==> src/rtl/note_seq_pkg.sv <==
// note_seq_pkg: shared types and constants for the note sequencer.
//   state_e     : playback FSM states
//   entry field : bit positions of a 5-bit table entry
//                 [4]=END marker, [3]=Tom (sharp), [2:0]=note {notas3,notas2,notas1}
package note_seq_pkg;

    typedef enum logic [1:0] {
        IDLE  = 2'd0,
        PLAY  = 2'd1,
        PAUSE = 2'd2
    } state_e;

    localparam int END_BIT  = 4;
    localparam int TOM_BIT  = 3;
    localparam int NOTE_LSB = 0;
    localparam int NOTE_W   = 3;
    localparam int ENTRY_W  = 5;

    // Display-facing part of an entry: {Tom, note[2:0]}
    function automatic logic [NOTE_W:0] entry_to_out(input logic [ENTRY_W-1:0] e);
        return {e[TOM_BIT], e[NOTE_LSB +: NOTE_W]};
    endfunction

endpackage

==> src/rtl/note_sequencer_tempo_tick.sv <==
// tempo_tick: step-period counter for the note sequencer.
//   clk, rst  : clock, synchronous active-high reset
//   clr       : force the count to 0 (wins over en)
//   en        : advance the count by one; wraps after TICKS_PER_STEP-1
//   last_tick : high while count == TICKS_PER_STEP-1
module tempo_tick #(
    parameter int TICKS_PER_STEP = 4
) (
    input  logic clk,
    input  logic rst,
    input  logic clr,
    input  logic en,
    output logic last_tick
);
    localparam int CNT_W = (TICKS_PER_STEP > 1) ? $clog2(TICKS_PER_STEP) : 1;

    logic [CNT_W-1:0] count_q, count_d;

    assign last_tick = (count_q == CNT_W'(TICKS_PER_STEP - 1));

    always_comb begin
        count_d = count_q;
        if (clr)
            count_d = '0;
        else if (en)
            count_d = last_tick ? '0 : count_q + CNT_W'(1);
    end

    always_ff @(posedge clk) begin
        if (rst) count_q <= '0;
        else     count_q <= count_d;
    end

endmodule

==> src/rtl/note_sequencer.sv <==
// note_sequencer: melody player feeding the note-to-7-segment decoder.
//   Holds a DEPTH-entry writable note table and plays it at TICKS_PER_STEP
//   clocks per note.
// Ports:
//   clk, rst                 : clock, synchronous active-high reset
//   wr_en, wr_addr, wr_data  : table write port (any state)
//   start, stop, pause       : playback control (priority rst > stop > start > pause)
//   Tom, notas1..3           : registered note outputs to the decoder
//   step                     : index of the entry being played
//   playing                  : high in PLAY or PAUSE
//   done                     : one-cycle pulse on natural end of melody
// Build option: define NOTE_SEQ_LOOP_EN to restart from entry 0 at the end of
//   the melody instead of returning to IDLE.
module note_sequencer
    import note_seq_pkg::*;
#(
    parameter int DEPTH          = 8,
    parameter int ADDR_W         = $clog2(DEPTH),
    parameter int TICKS_PER_STEP = 4
) (
    input  logic              clk,
    input  logic              rst,
    input  logic              wr_en,
    input  logic [ADDR_W-1:0] wr_addr,
    input  logic [4:0]        wr_data,
    input  logic              start,
    input  logic              stop,
    input  logic              pause,
    output logic              Tom,
    output logic              notas1,
    output logic              notas2,
    output logic              notas3,
    output logic [ADDR_W-1:0] step,
    output logic              playing,
    output logic              done
);
    logic [DEPTH-1:0][ENTRY_W-1:0] table_q;

    state_e            state_q, state_d;
    logic [ADDR_W-1:0] step_q, step_d;
    logic [NOTE_W:0]   out_q, out_d;
    logic              done_q, done_d;

    logic              tick_clr, tick_en, last_tick;
    logic [ADDR_W-1:0] next_idx;
    logic [ENTRY_W-1:0] next_entry, first_entry;
    logic              end_of_mel, loop_ok, start_ok;

    // Table: no reset, writes land at the next edge and may target the
    // entry currently playing; outputs only pick it up on the next fetch.
    always_ff @(posedge clk) begin
        if (wr_en) table_q[wr_addr] <= wr_data;
    end

    tempo_tick #(.TICKS_PER_STEP(TICKS_PER_STEP)) u_tick (
        .clk       (clk),
        .rst       (rst),
        .clr       (tick_clr),
        .en        (tick_en),
        .last_tick (last_tick)
    );

    assign next_idx    = step_q + ADDR_W'(1);
    assign next_entry  = table_q[next_idx];
    assign first_entry = table_q[0];
    // Running off the last slot ends the melody even without an END marker.
    assign end_of_mel  = next_entry[END_BIT] || (step_q == ADDR_W'(DEPTH - 1));
    assign start_ok    = start && !stop;

`ifdef NOTE_SEQ_LOOP_EN
    // Looping to an empty melody would spin forever; fall back to a normal end.
    assign loop_ok = !first_entry[END_BIT];
`else
    assign loop_ok = 1'b0;
`endif

    // State register and output registers
    always_ff @(posedge clk) begin
        if (rst) begin
            state_q <= IDLE;
            step_q  <= '0;
            out_q   <= '0;
            done_q  <= 1'b0;
        end else begin
            state_q <= state_d;
            step_q  <= step_d;
            out_q   <= out_d;
            done_q  <= done_d;
        end
    end

    // Next-state logic
    always_comb begin
        state_d = state_q;
        unique case (state_q)
            IDLE: begin
                if (start_ok && !first_entry[END_BIT]) state_d = PLAY;
            end
            PLAY: begin
                if (stop)                                     state_d = IDLE;
                else if (pause)                               state_d = PAUSE;
                else if (last_tick && end_of_mel && !loop_ok) state_d = IDLE;
            end
            PAUSE: begin
                if (stop)        state_d = IDLE;
                else if (!pause) state_d = PLAY;
            end
            default: state_d = IDLE;
        endcase
    end

    // Output / datapath logic
    always_comb begin
        step_d   = step_q;
        out_d    = out_q;
        done_d   = 1'b0;
        tick_clr = 1'b0;
        tick_en  = 1'b0;
        unique case (state_q)
            IDLE: begin
                tick_clr = 1'b1;
                if (start_ok) begin
                    if (first_entry[END_BIT]) begin
                        done_d = 1'b1;
                    end else begin
                        step_d = '0;
                        out_d  = entry_to_out(first_entry);
                    end
                end
            end
            PLAY: begin
                if (stop) begin
                    step_d   = '0;
                    out_d    = '0;
                    tick_clr = 1'b1;
                end else if (pause) begin
                    // Freeze the tick; the note keeps sounding.
                    tick_en = 1'b0;
                end else if (last_tick) begin
                    tick_clr = 1'b1;
                    if (!end_of_mel) begin
                        step_d = next_idx;
                        out_d  = entry_to_out(next_entry);
                    end else if (loop_ok) begin
                        step_d = '0;
                        out_d  = entry_to_out(first_entry);
                        done_d = 1'b1;
                    end else begin
                        step_d = '0;
                        out_d  = '0;
                        done_d = 1'b1;
                    end
                end else begin
                    tick_en = 1'b1;
                end
            end
            PAUSE: begin
                if (stop) begin
                    step_d   = '0;
                    out_d    = '0;
                    tick_clr = 1'b1;
                end
            end
            default: begin
                step_d   = '0;
                out_d    = '0;
                tick_clr = 1'b1;
            end
        endcase
    end

    assign Tom     = out_q[NOTE_W];
    assign notas3  = out_q[2];
    assign notas2  = out_q[1];
    assign notas1  = out_q[0];
    assign step    = step_q;
    assign playing = (state_q != IDLE);
    assign done    = done_q;

endmodule

==> config.mk <==
export PLATFORM = sky130hd
export DESIGN_NAME = note_sequencer
export DESIGN_NICKNAME = d
export VERILOG_FILES = /design/src/rtl/note_seq_pkg.sv /design/src/rtl/note_sequencer_tempo_tick.sv /design/src/rtl/note_sequencer.sv
export SDC_FILE = /design/constraint.sdc
export NUM_CORES = 1
export LEC_CHECK = 0
export CAP_MARGIN = 20
export CORE_ASPECT_RATIO = 1.75
export CORE_MARGIN = 2
export CORE_UTILIZATION = 55
export DETAILED_ROUTE_END_ITERATION = 8
export PLACE_DENSITY = 0.89
export SYNTH_ARGS = -nofsm -noshare
export SYNTH_HDL_FRONTEND = slang
export SYNTH_SLANG_ARGS = --single-unit
==> constraint.sdc <==
create_clock -name clk -period 5.1 [get_ports clk]
set_clock_uncertainty 0.1 [all_clocks]
set_input_delay 0.51 -clock clk [delete_from_list [all_inputs] [get_ports clk]]
set_output_delay 0.51 -clock clk [all_outputs]
set_load 0.05 [all_outputs]
Yosys cells after proc, flatten, opt, wreduce, memory -nomap -nowiden
Index checks and enable logic that the tools add are counted.

Output and inout port bits: 9. Bits in writable memories: 0. Memories: 0. Latch bits: 0. Logic and storage cells: 87. Register bits: 52. Bits of input ports: 14. ROM bits: 0.

Shift-type cells: 0. $mul: 0. Add/sub/neg operators: 2. Magnitude comparators: 3. Bitwise logic cells: 0. Mux-type cells: 45. Divide/modulo/power cells: 0. Equality and inequality tests: 12. Reduce and logical (&&, ||, !) cells: 12.

Operators with widths (count): 40-bit bitwise mux (1); 4-bit two-way mux (7); 3-bit two-way mux (7); 5-bit binary-select mux with 3-bit select (1); 5-bit demux with 3-bit select (1); 1-bit two-way mux (14); 2-bit two-way mux (7); 4-bit one-hot mux with 3 select lines (1); 5-bit two-way mux (2); 3-bit != test, second input constant (3); 3-bit one-hot mux with 3 select lines (1); 3-bit by 4-bit < comparator with 1-bit output, second input constant (2); 2-bit != test, second input constant (4); 2-bit one-hot mux with 3 select lines (1); 5-bit AND reduction (1); 2-bit == test, second input constant (2); 1-bit logical AND (4); 4-bit != test, second input constant (1); 1-bit one-hot mux with 2 select lines (2); 3-bit by 1-bit adder with 3-bit output, second input constant (1); 3-bit == test, second input constant (1); 3-bit by 1-bit greater-or-equal comparator with 1-bit output, second input constant (1); 3-bit AND reduction (1); 2-bit by 1-bit adder with 2-bit output, second input constant (1); 6 further kinds (7).

Longest topological paths before layout
Gate-level depths: netlist (run 1).

Word-level depth: 9. Depth in mapped cells: 8. Gate-level depth less buffers: 7.

By module
A second synthesis (run 1) with hierarchy kept.

Cells, all modules: 159. Area, all modules: 2348.5 sq um.

By module, submodules not included: note_sequencer (cells each 151, seq. area each 1401.3 sq um, times used 1, area an instance 2253.4 sq um); tempo_tick (cells each 8, seq. area each 40.0 sq um, times used 1, area an instance 95.1 sq um).

Least setup slack after synthesis (run 1)
No wires, ideal clock.

Kind: register to register. Start point: reg step_q[0] (netlist: step[0]). End point: reg out_q[0]. Arrival time: 2.195 ns. Path buffers: 1. Stages on the path, launching flop included: 7. Data required time: 4.869 ns. Clock period less this slack: 2.426 ns. Setup slack: 2.674 ns. Setup time: 0.131 ns. Cell sequence: dfxtp_1 ha_1 buf_6 mux4_1 mux2_2 a221oi_1 nor3_1.

Longest elaborated chain between the ends: 9. Elaborated cells on any way between the ends: 10. Classes of those cells: add/sub: 1; eq/ne: 1; mux: 7; reduce/logical: 1.

RTL lines: start: declaration (line note_sequencer.sv:40) `logic [ADDR_W-1:0] step_q, step_d;`; start signal: assignment (line note_sequencer.sv:86) `step_q <= step_d;`; 3-bit by 1-bit adder with 3-bit output (line note_sequencer.sv:63) `assign next_idx = step_q + ADDR_W'(1);`; 5-bit binary-select mux with 3-bit select (line note_sequencer.sv:64) `assign next_entry = table_q[next_idx];`; 5-bit two-way mux (not written as such) (line note_sequencer.sv:64); 1-bit logical OR (line note_sequencer.sv:67) `assign end_of_mel = next_entry[END_BIT] || (step_q == ADDR_W'(DEPTH - 1));`; 4-bit two-way mux (*) (line note_sequencer.sv:141) `if (!end_of_mel) begin`; 4-bit two-way mux (*) (line note_sequencer.sv:139) `end else if (last_tick) begin`; 4-bit two-way mux (*) (line note_sequencer.sv:136) `end else if (pause) begin`; 4-bit two-way mux (*) (line note_sequencer.sv:132) `if (stop) begin`; 4-bit one-hot mux with 3 select lines (*) (line note_sequencer.sv:119) `unique case (state_q)`; end signal: assignment (line note_sequencer.sv:87) `out_q <= out_d;`; end: declaration (line note_sequencer.sv:41) `logic [NOTE_W:0] out_q, out_d;`.

Mark *: on every way between the ends. The rest lies on a longest branch, timed or not. The select of a mux whose other input is x is not followed. A chain may end at the register's enable or synchronous reset.

Worst setup path after layout (run 1)
Start point: reg step_q[0] (netlist: step[0]). End point: reg done_q (netlist: done).

Longest elaborated chain between the ends: 9. Elaborated cells on any way between the ends: 10. Classes of those cells: add/sub: 1; eq/ne: 1; mux: 7; reduce/logical: 1.

RTL lines: 3-bit by 1-bit adder with 3-bit output (line note_sequencer.sv:63); 5-bit binary-select mux with 3-bit select (line note_sequencer.sv:64); 5-bit two-way mux (not written as such) (line note_sequencer.sv:64); 1-bit logical OR (*) (line note_sequencer.sv:67); 1-bit two-way mux (*) (line note_sequencer.sv:141); 1-bit two-way mux (*) (line note_sequencer.sv:139); 1-bit two-way mux (*) (line note_sequencer.sv:136); 1-bit two-way mux (*) (line note_sequencer.sv:132); 1-bit one-hot mux with 2 select lines (*) (line note_sequencer.sv:119); end signal: assignment (line note_sequencer.sv:88) `done_q <= done_d;`; end: declaration (line note_sequencer.sv:42) `logic done_q, done_d;`.

Marked as above.

==> results of run 1 <==
==> metrics by stage <==
step / total power, mW / util [%] / instances
after detailed placement: 0.723 / 62.8 / 225
after floorplan: 0.650 / - / 158
after global placement: 0.713 / 62.8 / 225
after CTS: 0.964 / 65.2 / 233
final: 0.959 / 65.2 / 233
after global routing: 0.999 / 65.2 / 233
==> placed cells by master, fill, tap and decap left out, types with 2 or more instances in the layout <==
master            n
a21oi_1           6
a221oi_1          4
clkbuf_8          5
clkdlybuf4s50_1  22
dfxtp_1          12
edfxtp_1         40
ha_1              7
inv_1             4
mux2_2            5
mux2i_1           5
mux4_1            8
nand2_1           8
nand2b_1          7
nand3_1           3
nand3b_1          3
nor2_1           18
nor2b_1           2
nor3_1            7
o21ai_0           2
==> power by group through the flow <==
stage	logic, mW	registers (mW)	clock network, mW
detailed placement	0.218	0.506	0
CTS	0.218	0.496	0.250
floorplan	0.108	0.542	0
global placement	0.210	0.503	0
global route	0.235	0.499	0.266
finish	0.219	0.496	0.244
==> logic make-up (layout without fill, tap and decap cells) <==
family	after synthesis	after routing	share of synthesized area, %
flip-flops	52	52	62.4
AND/OR/NAND/NOR	52	52	11.3
multiplexers	18	18	13.7
adder cells (fa/ha/maj)	7	7	3.79
XOR/XNOR	1	1	0.379
buffers and inverters	8	34	2.00
AO/OA/AOI/OAI	20	20	6.34
==> worst paths after layout <==
| check | cells after the start | endpoint | from | slack, ns |
|---|---|---|---|---|
| setup / recovery | 7 | done | step[0] | 2.34 |
| hold reg to reg | 2 | step[2] | step[2] | 0.39 |
| hold / removal | 2 | step[2] | step[2] | 0.39 |
| setup reg to reg | 7 | done | step[0] | 2.34 |
==> layer usage <==
metal  GRT usage (%)  share of wire (%)  vias up
li1                -                  -      662
met1            22.5                 38      704
met2            37.0                 56       54
met3            4.82                3.8        9
met4            8.12                1.9        0
met5               0                  0        -
==> flip-flops by register name, summed over array words and instances (netlist names) <==
register / flops
out_q: 4
state_q: 2
step: 3
u_tick.count_q: 2
first_entry: 5
done: 1
table_q: 35
==> worst max-delay path, cell delays in order (launching register included) <==
cell and delay, ns:
dfxtp_1 0.65, ha_1 0.25, ha_1 0.39, and2b_1 0.25, a22oi_1 0.32, a21oi_1 0.20, or4_1 0.43, o31ai_1 0.09
==> layout make-up <==
cell class	count	area (um^2)
tap	49	61.3
timing repair buffer	22	220
inverter	4	15.0
clock buffer	5	68.8
fill	311	1420
sequential	52	1440
clock inverter	3	27.5
multi-input combinational	98	821
==> impl_metrics.ini, run 1 <==
[setup_path]
start_kind = flop
crit_path_end_kind = flop
crit_type = flop to flop
worstPathRequired_ns = 5.22
crit_path_max_fanout = 13
cp_data_arrival_time_ns = 2.88

[timing]
clock.fmax_mhz = 362
slew-limit-headroom_pct = 41.8
min_period_ns = 2.76
fin_hold_ws_ns = 0.394
rsz0062_at_grt = false
worst_pin_slew_ns = 0.867
final_max_slew_viol_count = 0
worst_slack_ns = 2.34
hold_viol = 0
setup_violations = 0
min_period_over_period_pct = 54.2
tns_ns = 0

[detailed_routing]
totalWireLength_mm = 4.44
drc = 0
viasPerCell = 6.13
drt_iter0_drc = 38
antenna_left = 0
dr.pass1.iters = 4
wire_per_inst_um = 19.1
num_vias = 1429

[synthesis]
synth.area.top_cells = edfxtp_1 52%, dfxtp_1 10%, mux4_1 9.1%
yosysMostFrequentCell = edfxtp_1
ys_seq_area_share_pct = 62.4
synth_top_cell_area_share_pct = 52.0
ys_top_cells_by_count = 40 x edfxtp_1, 18 x nor2_1, 12 x dfxtp_1
synth.distinct_cells = 33
syn-cell-area_um2 = 2310
syn-num-nets = 179
synth-main-ff-cell = edfxtp_1
syn_avg_cell_area_um2 = 14.6
syn_inst = 158
ys_warn_count = 0
synth_largest_area_cell = edfxtp_1
async_flop_share_pct = 0
synth-edff-count = 40
synth_seq_cells = 52

[placed_design]
placedInstanceArea_um2 = 2560
place_hpwl_mm = 3.27
preCtsSetupSlack_ns = 2.36
globalplace.congestion = 0.735
io_buffers = 22

[power]
power_frac_seq_pct = 51.7
switchingPower_uw = 298
power_density_nw_per_um2 = 361
swShare_pct = 31.1
leakage_nw = 0.876
ir_drop_mv = 0.321
clock_power_share_pct = 25.4
power_frac_comb_pct = 22.9
p_int_uw = 661

[final_layout]
area_growth_pct = 15.0
nNetsFinal = 204
diodes = 0
drive_above_1_share_pct = 7.61
postLayoutCellArea_um2 = 2660

[clocking]
clk_pin_slew_ns = 0.10
cts_tree = done
clk_latency_ns = 0.31
cts_root_buf = clkbuf_8
cts_made_buffers = 5
ctsResizeCount = 0
clk_path_buf_depth = 2
cts_setup_buffers = 0
clock-sinks = 52
htreeDepth = 2
ctsHoldBuffers = 0

[floorplanning]
coreArea_um2 = 4070
initial_utilization_pct = 56.7
pin_count = 23
die-width_um = 53.0
die_area_um2 = 4750
die_h_um = 89.7
row_count = 31

[global_routing]
first_global_vias = 1469
gr-usage-all-layers_pct = 20.7
grt_max_degree = 19
overflow = 0
grt_antenna_before_repair = 0
grt_first_pass_wirelength_mm = 7.04

[flow_run]
cap_violations = 0

[min_path]
hp-class = flop to flop

[run_status]
status = finished clean
No activity file was read; power rests on OpenSTA's default activity.
==> run 2: changes to the inputs <==
--- a/config.mk
+++ b/config.mk
@@ -8,9 +8,9 @@
 export CAP_MARGIN = 20
 export CORE_ASPECT_RATIO = 1.75
 export CORE_MARGIN = 2
-export CORE_UTILIZATION = 55
+export CORE_UTILIZATION = 50
 export DETAILED_ROUTE_END_ITERATION = 8
-export PLACE_DENSITY = 0.89
+export PLACE_DENSITY = 0.86
 export SYNTH_ARGS = -nofsm -noshare
 export SYNTH_HDL_FRONTEND = slang
 export SYNTH_SLANG_ARGS = --single-unit
==> constraint.sdc (replaced) <==
create_clock -name clk -period 2.4 [get_ports clk]
set_clock_uncertainty 0.1 [all_clocks]
set_input_delay 0.24 -clock clk [delete_from_list [all_inputs] [get_ports clk]]
set_output_delay 0.24 -clock clk [all_outputs]
set_load 0.05 [all_outputs]
==> run 2 against run 1 <==
Compared with the run above:
- cell count rose by 4.3%
- critical path depth fell by 3
- largest power group unchanged
- die area up 9.4%
- critical endpoint is now playing
==> impl_metrics.ini, run 2 (same netlist as run 1, synthesis figures left out) <==
[timing]
min_period_over_period_pct = 92.4
hold_viol = 0
setup_violations = 0
worst_pin_slew_ns = 0.653
worst_slack_ns = 0.182
final_max_slew_viol_count = 0
clock.fmax_mhz = 451
slew-limit-headroom_pct = 55.9
tns_ns = 0
rsz0062_at_grt = false
min_period_ns = 2.22

[run_status]
status = finished clean

[placed_design]
preCtsSetupSlack_ns = 0.0464
place_hpwl_mm = 2.99
globalplace.congestion = 0.844
io_buffers = 22

[clocking]
cts_setup_buffers = 0
htreeDepth = 2
clk_latency_ns = 0.31
clk_pin_slew_ns = 0.09
cts_root_buf = clkbuf_8
cts_made_buffers = 5
clock-sinks = 52
clk_path_buf_depth = 2
ctsHoldBuffers = 0
cts_tree = done
ctsResizeCount = 0

[setup_path]
crit_type = flop to primary output
cp_top_family = buffers and inverters
cpMaxStageDelayCell = clkdlybuf4s50_1
crit_path_max_fanout = 4
max_stage_delay_ns = 0.79
crit_path_end_kind = primary output
cp_cell_sequence = inv_1 -> ha_1 -> inv_1 -> clkdlybuf4s50_1
cpMostUsedCell = inv_1
cp_num_buf_inv = 3
regToRegSetupSlack_ns = 0.19
worstPathRequired_ns = 2.06
cp_data_arrival_time_ns = 1.88
start_kind = flop

[global_routing]
grt_max_degree = 17
grt_antenna_before_repair = 0
gr-usage-all-layers_pct = 16.6
first_global_vias = 1349
grt_first_pass_wirelength_mm = 6.40
overflow = 0

[final_layout]
final_common_cell = edfxtp_1
n_fill_cell = 322
area_growth_pct = 18.2
top_register = table_q
largest_register_ffs = 35
diodes = 0
drive_above_1_share_pct = 12.5
nNetsFinal = 213
layout_common_cells = 40 x edfxtp_1, 22 x clkdlybuf4s50_1, 18 x nor2_1

[detailed_routing]
totalWireLength_mm = 3.99
drt_iter0_drc = 46
wire_per_inst_um = 16.4
num_vias = 1394
drc = 0
dr.pass1.iters = 4
viasPerCell = 5.74
antenna_left = 0

[floorplanning]
row_count = 32
initial_utilization_pct = 51.9
die_area_um2 = 5200
coreArea_um2 = 4440
pin_count = 23
die_h_um = 93.9
die-width_um = 55.4

[power]
leakage_nw = 0.913
power_density_nw_per_um2 = 740
ir_drop_mv = 0.563

[min_path]
hp-class = flop to flop

[flow_run]
cap_violations = 0
[run 2: cell count changes in the layout (fill, tap and decap cells not counted)]
cell | before | now
buf_4 | 0 | 9
clkinv_4 | 1 | 0
dfxtp_1 | 12 | 11
dfxtp_2 | 0 | 1
ha_1 | 7 | 6
ha_4 | 0 | 1
inv_6 | 0 | 1
inv_8 | 1 | 0
[run 2: layout make-up]
type / instances / area, um^2 / area share (%)
multi-input cells: 98 / 833 / 30.6
clock buffers: 5 / 68.8 / 2.52
inverters: 4 / 15.0 / 0.550
flip-flops and latches: 52 / 1440 / 52.9
repair buffers: 31 / 288 / 10.6
well taps: 51 / 63.8 / 2.34
clock inverters: 2 / 16.3 / 0.596
[run 2: worst paths after layout]
kind	startpoint	to	cells past startpoint
max	state_q[0]	playing	4
min	step[1]	step[1]	2
max reg2reg	step[1]	out_q[0]	6
min reg2reg	step[1]	step[1]	2
[run 2: per-stage QoR]
step	power [mW]	instance area [um^2]	std cells	util [%]	hold WS (ns)
final	2.02	2730	243	61.4	0.393
after global routing	2.11	2730	243	61.4	0.429
after CTS	2.03	2720	243	61.1	0.387
after detailed placement	1.55	2630	236	59.2	0.376
after global placement	1.54	2630	236	59.2	0.374
after floorplan	1.38	2310	158	-	0.239
[run 2: metal layers]
metal | wire length (um) | up-vias | global-route usage (%)
met3 | 133 | 10 | 3.44
li1 | - | 675 | -
met2 | 2260 | 35 | 31.3
met4 | 117 | 0 | 9.76
met5 | 0 | - | 0
met1 | 1480 | 674 | 16.4
[run 2: tightest hold or removal path: cells and delay by family (launching register included)]
kind / cells / cell delay, ns
AND/OR/NAND/NOR: 1 / 0.06
AO/OA/AOI/OAI: 1 / 0.05
flip-flops: 1 / 0.34
[run 2: power by group]
part           switching (mW)  internal, mW  leakage [nW]
Sequential             0.0291          1.02         0.462
Combinational           0.299         0.184         0.411
Clock                   0.279         0.203        0.0406
==> run 3: changes to the inputs <==
--- a/config.mk
+++ b/config.mk
@@ -9,6 +9,7 @@
 export CORE_ASPECT_RATIO = 1.75
 export CORE_MARGIN = 2
 export CORE_UTILIZATION = 50
+export CTS_CLUSTER_SIZE = 10
 export DETAILED_ROUTE_END_ITERATION = 8
 export PLACE_DENSITY = 0.86
 export SYNTH_ARGS = -nofsm -noshare
==> results of run 3 <==
Final layout, timing and power as in run 2 (identical DEF).
